==> config.mk <==
export PLATFORM = sky130hd
export DESIGN_NAME = rv_decode_stage
export DESIGN_NICKNAME = d
export VERILOG_FILES = /design/src/rtl/rv_decode_stage.sv
export SDC_FILE = /design/constraint.sdc
export NUM_CORES = 1
export LEC_CHECK = 0
export CORE_MARGIN = 2
export CORE_UTILIZATION = 44
export DETAILED_ROUTE_END_ITERATION = 7
export PLACE_DENSITY = 0.85
export SLEW_MARGIN = 10
export SYNTH_ARGS = -nofsm -noshare
export SYNTH_HDL_FRONTEND = slang
export SYNTH_SLANG_ARGS = --single-unit
==> constraint.sdc <==
create_clock -name clk_i -period 2.44 [get_ports clk_i]
set_clock_uncertainty 0.2 [all_clocks]
set_input_delay 0.244 -clock clk_i [delete_from_list [all_inputs] [get_ports clk_i]]
set_output_delay 0.244 -clock clk_i [all_outputs]
set_load 0.02 [all_outputs]
==> src/rtl/rv_decode_stage.sv <==
// rv_decode_stage: registered RV32I/RV64I decode stage between fetch and execute.
// Decodes the base opcode classes, builds sign-extended immediates, flags illegal
// encodings and counts accepted illegal instructions (saturating).
// Optional feature macro: RV_DECODE_MULDIV_EN adds the M-extension OP decodes.

package rv_pkg;
  typedef enum logic [4:0] {
    OP_ADD,
    OP_SUB,
    OP_AND,
    OP_OR,
    OP_NOP,
    OP_XOR,
    OP_SLL,
    OP_SRL,
    OP_SRA,
    OP_SLT,
    OP_SLTU
`ifdef RV_DECODE_MULDIV_EN
    ,
    OP_MUL,
    OP_MULH,
    OP_MULHSU,
    OP_MULHU,
    OP_DIV,
    OP_DIVU,
    OP_REM,
    OP_REMU
`endif
  } alu_operations_e;
endpackage

module rv_decode_stage #(
  parameter int unsigned XLEN      = 32,
  parameter int unsigned ILL_CNT_W = 16
) (
  input  logic                      clk_i,
  input  logic                      rst_i,
  input  logic                      instr_valid_i,
  output logic                      instr_ready_o,
  input  logic [31:0]               instr_i,
  input  logic [XLEN-1:0]           pc_i,
  input  logic                      flush_i,
  output logic                      dec_valid_o,
  input  logic                      dec_ready_i,
  output logic [4:0]                rs_addr_a_o,
  output logic [4:0]                rs_addr_b_o,
  output logic [4:0]                rd_addr_o,
  output logic [XLEN-1:0]           imm_o,
  output logic [XLEN-1:0]           pc_o,
  output logic                      alu_src_o,
  output rv_pkg::alu_operations_e   alu_ctrl_o,
  output logic                      rd_we_o,
  output logic                      mem_re_o,
  output logic                      mem_we_o,
  output logic                      branch_o,
  output logic                      jump_o,
  output logic                      dec_illegal_o,
  output logic [ILL_CNT_W-1:0]      ill_cnt_o
);
  import rv_pkg::*;

  localparam logic [6:0] OPC_LUI    = 7'b0110111;
  localparam logic [6:0] OPC_AUIPC  = 7'b0010111;
  localparam logic [6:0] OPC_JAL    = 7'b1101111;
  localparam logic [6:0] OPC_JALR   = 7'b1100111;
  localparam logic [6:0] OPC_BRANCH = 7'b1100011;
  localparam logic [6:0] OPC_LOAD   = 7'b0000011;
  localparam logic [6:0] OPC_STORE  = 7'b0100011;
  localparam logic [6:0] OPC_OPIMM  = 7'b0010011;
  localparam logic [6:0] OPC_OP     = 7'b0110011;

  logic [6:0] opcode;
  logic [2:0] funct3;
  logic [6:0] funct7;

  assign opcode = instr_i[6:0];
  assign funct3 = instr_i[14:12];
  assign funct7 = instr_i[31:25];

  logic [XLEN-1:0] imm_i_fmt, imm_s_fmt, imm_b_fmt, imm_u_fmt, imm_j_fmt;

  assign imm_i_fmt = XLEN'($signed(instr_i[31:20]));
  assign imm_s_fmt = XLEN'($signed({instr_i[31:25], instr_i[11:7]}));
  assign imm_b_fmt = XLEN'($signed({instr_i[31], instr_i[7], instr_i[30:25], instr_i[11:8], 1'b0}));
  assign imm_u_fmt = XLEN'($signed({instr_i[31:12], 12'b0}));
  assign imm_j_fmt = XLEN'($signed({instr_i[31], instr_i[19:12], instr_i[20], instr_i[30:21], 1'b0}));

  // Shared funct3 -> ALU op mapping for OP and OP-IMM; alt selects SRA over SRL.
  function automatic alu_operations_e base_alu_op(input logic [2:0] f3, input logic alt);
    case (f3)
      3'b000:  base_alu_op = OP_ADD;
      3'b001:  base_alu_op = OP_SLL;
      3'b010:  base_alu_op = OP_SLT;
      3'b011:  base_alu_op = OP_SLTU;
      3'b100:  base_alu_op = OP_XOR;
      3'b101:  base_alu_op = alt ? OP_SRA : OP_SRL;
      3'b110:  base_alu_op = OP_OR;
      default: base_alu_op = OP_AND;
    endcase
  endfunction

  logic [4:0]      rs_addr_a_d;
  logic [XLEN-1:0] imm_d;
  logic            alu_src_d;
  alu_operations_e alu_ctrl_d;
  logic            rd_we_d, mem_re_d, mem_we_d, branch_d, jump_d, illegal_d;

  // Combinational decode of the offered instruction into next-state bundle fields.
  always_comb begin
    rs_addr_a_d = instr_i[19:15];
    imm_d       = '0;
    alu_src_d   = 1'b0;
    alu_ctrl_d  = OP_ADD;
    rd_we_d     = 1'b0;
    mem_re_d    = 1'b0;
    mem_we_d    = 1'b0;
    branch_d    = 1'b0;
    jump_d      = 1'b0;
    illegal_d   = 1'b0;

    case (opcode)
      OPC_LUI: begin
        imm_d       = imm_u_fmt;
        alu_src_d   = 1'b1;
        rd_we_d     = 1'b1;
        rs_addr_a_d = 5'd0;
      end
      OPC_AUIPC: begin
        imm_d     = imm_u_fmt;
        alu_src_d = 1'b1;
        rd_we_d   = 1'b1;
      end
      OPC_JAL: begin
        imm_d     = imm_j_fmt;
        alu_src_d = 1'b1;
        rd_we_d   = 1'b1;
        jump_d    = 1'b1;
      end
      OPC_JALR: begin
        imm_d     = imm_i_fmt;
        alu_src_d = 1'b1;
        rd_we_d   = 1'b1;
        jump_d    = 1'b1;
        if (funct3 != 3'b000) illegal_d = 1'b1;
      end
      OPC_BRANCH: begin
        imm_d    = imm_b_fmt;
        branch_d = 1'b1;
        case (funct3)
          3'b000, 3'b001: alu_ctrl_d = OP_SUB;
          3'b100, 3'b101: alu_ctrl_d = OP_SLT;
          3'b110, 3'b111: alu_ctrl_d = OP_SLTU;
          default:        illegal_d  = 1'b1;
        endcase
      end
      OPC_LOAD: begin
        imm_d     = imm_i_fmt;
        alu_src_d = 1'b1;
        rd_we_d   = 1'b1;
        mem_re_d  = 1'b1;
      end
      OPC_STORE: begin
        imm_d     = imm_s_fmt;
        alu_src_d = 1'b1;
        mem_we_d  = 1'b1;
      end
      OPC_OPIMM: begin
        imm_d      = imm_i_fmt;
        alu_src_d  = 1'b1;
        rd_we_d    = 1'b1;
        alu_ctrl_d = (funct3 == 3'b000) ? OP_ADD : base_alu_op(funct3, instr_i[30]);
        if (funct3 == 3'b001 || funct3 == 3'b101) begin
          if (instr_i[31:26] != 6'b000000 && instr_i[31:26] != 6'b010000) illegal_d = 1'b1;
          if (XLEN == 32 && instr_i[25]) illegal_d = 1'b1;
        end
      end
      OPC_OP: begin
        rd_we_d = 1'b1;
        case (funct7)
          7'b0000000: alu_ctrl_d = base_alu_op(funct3, 1'b0);
          7'b0100000: begin
            case (funct3)
              3'b000:  alu_ctrl_d = OP_SUB;
              3'b101:  alu_ctrl_d = OP_SRA;
              default: illegal_d  = 1'b1;
            endcase
          end
`ifdef RV_DECODE_MULDIV_EN
          7'b0000001: begin
            case (funct3)
              3'b000:  alu_ctrl_d = OP_MUL;
              3'b001:  alu_ctrl_d = OP_MULH;
              3'b010:  alu_ctrl_d = OP_MULHSU;
              3'b011:  alu_ctrl_d = OP_MULHU;
              3'b100:  alu_ctrl_d = OP_DIV;
              3'b101:  alu_ctrl_d = OP_DIVU;
              3'b110:  alu_ctrl_d = OP_REM;
              default: alu_ctrl_d = OP_REMU;
            endcase
          end
`endif
          default: illegal_d = 1'b1;
        endcase
      end
      default: illegal_d = 1'b1;
    endcase

    if (instr_i[1:0] != 2'b11) illegal_d = 1'b1;

    if (illegal_d) begin
      rd_we_d    = 1'b0;
      mem_re_d   = 1'b0;
      mem_we_d   = 1'b0;
      branch_d   = 1'b0;
      jump_d     = 1'b0;
      alu_ctrl_d = OP_NOP;
    end
  end

  logic                 dec_valid_q;
  logic [4:0]           rs_addr_a_q, rs_addr_b_q, rd_addr_q;
  logic [XLEN-1:0]      imm_q, pc_q;
  logic                 alu_src_q;
  alu_operations_e      alu_ctrl_q;
  logic                 rd_we_q, mem_re_q, mem_we_q, branch_q, jump_q, illegal_q;
  logic [ILL_CNT_W-1:0] ill_cnt_q;
  logic                 xfer;

  assign instr_ready_o = !dec_valid_q || dec_ready_i;
  assign xfer          = instr_valid_i && instr_ready_o;

  // Output register: flush beats a transfer, a transfer loads the bundle, a lone consume empties it.
  always_ff @(posedge clk_i) begin
    if (rst_i) begin
      dec_valid_q <= 1'b0;
      rs_addr_a_q <= '0;
      rs_addr_b_q <= '0;
      rd_addr_q   <= '0;
      imm_q       <= '0;
      pc_q        <= '0;
      alu_src_q   <= 1'b0;
      alu_ctrl_q  <= OP_NOP;
      rd_we_q     <= 1'b0;
      mem_re_q    <= 1'b0;
      mem_we_q    <= 1'b0;
      branch_q    <= 1'b0;
      jump_q      <= 1'b0;
      illegal_q   <= 1'b0;
      ill_cnt_q   <= '0;
    end else if (flush_i) begin
      dec_valid_q <= 1'b0;
    end else if (xfer) begin
      dec_valid_q <= 1'b1;
      rs_addr_a_q <= rs_addr_a_d;
      rs_addr_b_q <= instr_i[24:20];
      rd_addr_q   <= instr_i[11:7];
      imm_q       <= imm_d;
      pc_q        <= pc_i;
      alu_src_q   <= alu_src_d;
      alu_ctrl_q  <= alu_ctrl_d;
      rd_we_q     <= rd_we_d;
      mem_re_q    <= mem_re_d;
      mem_we_q    <= mem_we_d;
      branch_q    <= branch_d;
      jump_q      <= jump_d;
      illegal_q   <= illegal_d;
      if (illegal_d && !(&ill_cnt_q)) ill_cnt_q <= ill_cnt_q + 1'b1;
    end else if (dec_ready_i) begin
      dec_valid_q <= 1'b0;
    end
  end

  assign dec_valid_o   = dec_valid_q;
  assign rs_addr_a_o   = rs_addr_a_q;
  assign rs_addr_b_o   = rs_addr_b_q;
  assign rd_addr_o     = rd_addr_q;
  assign imm_o         = imm_q;
  assign pc_o          = pc_q;
  assign alu_src_o     = alu_src_q;
  assign alu_ctrl_o    = alu_ctrl_q;
  assign rd_we_o       = rd_we_q;
  assign mem_re_o      = mem_re_q;
  assign mem_we_o      = mem_we_q;
  assign branch_o      = branch_q;
  assign jump_o        = jump_q;
  assign dec_illegal_o = illegal_q;
  assign ill_cnt_o     = ill_cnt_q;

endmodule

==> impl_metrics.csv <==
group,metric,value,unit
synth,synth_top_area_cell,"dfxtp_1",
synth,synth-edff-count,0,
power,ir_drop,271,uV
worst_setup_path,regToRegSetupSlack,0.28,ns
floorplanning,core_area,10400,sq um
synth,synth_ff_type,"dfxtp_1",
floorplanning,start_util,45.5,%
timing,rsz0062_at_grt,"false",
cells_and_area,postLayoutCoreUtil,68.5,%
placed_design,dp_cells,921,
clock_network,insertion_delay,0.37,ns
clock_network,cts_resized,0,
clock_network,htree_levels,3,
hold_path,hold_path_end,"ill_cnt_o[0]",
timing,final_max_slew_viol_count,0,
routing,ant_nets,0,
timing,min_period_over_period,93.9,%
synth,synth_cell_types,64,
routing,vias,5112,
placed_design,pre_cts_slack,-0.313,ns
job,maxCapViolations,0,
placed_design,hpwl,11300,microns
routing,wl,14900,microns
floorplanning,die_x,108,microns
synth,yosysTopAreaCellShare,45.4,%
synth,ys_ff_latch,107,
routing,dr.pass1.iters,5,
global_routing,grt_max_degree,51,
synth,netlist_area,4720,sq um
synth,syn_area_per_cell,8.06,sq um
synth,syn-num-nets,655,
worst_setup_path,crit_path_max_fanout,9,
clock_network,root_buffer,"clkbuf_8",
worst_setup_path,worstRegToRegCells,7,
routing,drcViolationCount,0,
clock_network,clock_sinks,107,
clock_network,ctsHoldBuffers,0,
clock_network,clk_path_buf_depth,2,
timing,setup_violations,0,
worst_setup_path,timing.rr.start,"ill_cnt_o[1]",
placed_design,place_congestion,0.874,
global_routing,antenna_found_initial,0,
floorplanning,die_area,11600,sq um
timing,tightest_slew,0.524,ns
power,power,3.45,mW
timing,max_freq,436,MHz
synth,yosysWarnings,0,
synth,ys_seq_area_share,45.4,%
routing,drtIter0Drc,341,
hold_path,worst_hold_path_type,"input pin to flip-flop",
synth,syn_inst,585,
routing,wire_per_inst,15.9,microns
timing,setup_slack,0.149,ns
synth,yosys-top-cells-area,"dfxtp_1 45%, nand2_1 11%, a21oi_1 8.8%",
global_routing,grt_first_pass_wirelength,23500,microns
clock_network,cts.clk_slew.worst_paths,0.11,ns
cells_and_area,stdcell_count,936,
power,p_per_area,486,nW/um^2
floorplanning,top_level_ports,178,
routing,avgViaCountPerCell,5.46,
outcome,status,"completed",
global_routing,track_usage,25.3,%
global_routing,grt_pass1_vias,4865,
worst_setup_path,crit_required,2.54,ns
power,p_leak,2.59,nW
clock_network,cts_made_buffers,9,
clock_network,tritoncts,"yes",
cells_and_area,syn_to_final_growth,50.6,%
worst_setup_path,arrival,2.39,ns
cells_and_area,diodes,0,
cells_and_area,layout-drive-gt1-share,13.1,%
global_routing,grt-ovfl-total,0,
worst_setup_path,worstSetupPathType,"input pin to flip-flop",
cells_and_area,fin_nets,866,
clock_network,post_cts_buffers,0,
timing,finalCriticalPeriod,2.29,ns
worst_setup_path,startpoint_type,"input pin",
floorplanning,die_h,108,microns
timing,max-slew-margin-rel,65.1,%
hold_path,min-delay-start,"rst_i",
worst_setup_path,rr_endpoint,"ill_cnt_o[7]",
worst_setup_path,endpoint_kind,"flip-flop",
timing,hold_violations,0,
synth,async_reset_ff_share,0,%
floorplanning,std_cell_rows,37,
placed_design,io_buffer_count,176,
hold_path,holdPathStages,2,
[power breakdown]
part	total [mW]	internal [mW]	switching, mW
Clock	1.01	0.377	0.636
Sequential	1.83	1.80	0.0282
Combinational	0.610	0.300	0.310
[synthesized netlist by cell type, types with 9 or more instances]
cell type / count
dfxtp_1: 107
o31ai_1: 10
clkbuf_1: 28
o21ai_0: 10
nor3_1: 17
a21oi_1: 83
a21o_1: 9
nor2_1: 46
nand3_1: 15
nand2_1: 133
nand4_1: 11
[per-layer routing]
layer  vias up  track usage [%]  wire length (microns)
met5         -                0                      0
met4         0             9.71                    419
met3        35             5.27                   1110
met2       219             42.9                   7240
met1      2408             31.5                   6130
li1       2450                -                      -
[area by class of cell]
cell class	count	area, sq um
multi-input combinational	427	2310
sequential	107	2140
tap	136	170
timing repair buffer	243	2270
inverter	8	30.0
fill	863	3270
clock inverter	6	48.8
clock buffer	9	124
[worst max path at each step]
stage | startpoint | end | slack (ns) | cells past startpoint
floorplan | ill_cnt_o[0] | ill_cnt_o[3] | 0.11 | 7
global placement | instr_i[14] | ill_cnt_o[12] | -0.15 | 9
detailed placement | instr_i[14] | ill_cnt_o[12] | -0.31 | 9
CTS | instr_i[14] | ill_cnt_o[12] | 0.08 | 9
global route | instr_i[14] | ill_cnt_o[12] | 0.01 | 9
finish | instr_i[14] | ill_cnt_o[12] | 0.15 | 9
[placed cells by master (no fill, tap or decap), types with 3 or more instances in the layout]
master / n
o21ai_0: 10
xnor2_1: 3
buf_4: 67
nor2_1: 46
o31ai_1: 8
a211oi_1: 8
dfxtp_1: 107
or3_1: 4
nor2b_1: 7
o211ai_1: 3
nand4_1: 11
nand2_1: 133
clkbuf_8: 9
nor3_1: 17
a21oi_1: 83
clkdlybuf4s50_1: 175
a21o_1: 9
nand3_1: 15
inv_1: 8
and3_1: 8
mux2_2: 4
a221oi_1: 4
nand2b_1: 3
a22oi_1: 8
[flip-flops by register name, summed over array words and instances (netlist names)]
register / count
alu_ctrl_o: 4
alu_src_o: 1
branch_o: 1
dec_illegal_o: 1
dec_valid_o: 1
ill_cnt_o: 16
imm_o: 32
jump_o: 1
mem_re_o: 1
mem_we_o: 1
pc_o: 32
rd_addr_o: 5
rd_we_o: 1
rs_addr_a_o: 5
rs_addr_b_o: 5
[cells by family (layout without fill, tap and decap cells)]
logic type / after synthesis / after routing / synth area share [%]
buf+inv: 51 / 266 / 5.89
fa+ha+maj: 1 / 1 / 0.265
flops: 107 / 107 / 45.4
compound gates: 154 / 154 / 21.0
xor+xnor: 4 / 4 / 0.743
simple gates: 262 / 262 / 25.4
mux: 5 / 5 / 1.17
other cells: 1 / 1 / 0.0795
[through the flow]
stage               hold WS [ns]  area [sq um]  setup TNS [ns]
finish                     0.122          7100               0
global route               0.143          7100               0
CTS                        0.114          7100               0
detailed placement         0.244          6920           -4.05
global placement           0.235          6920           -1.53
floorplan                  0.123          4720               0
[worst max-delay path, stage by stage]
cell and delay (ns):
clkdlybuf4s50_1 0.56, or2_1 0.15, a21oi_1 0.08, o31ai_2 0.27
a41oi_2 0.14, and2_1 0.26, buf_4 0.17, or3_1 0.35
a21oi_1 0.17
Power figures use the tool's default switching activity.
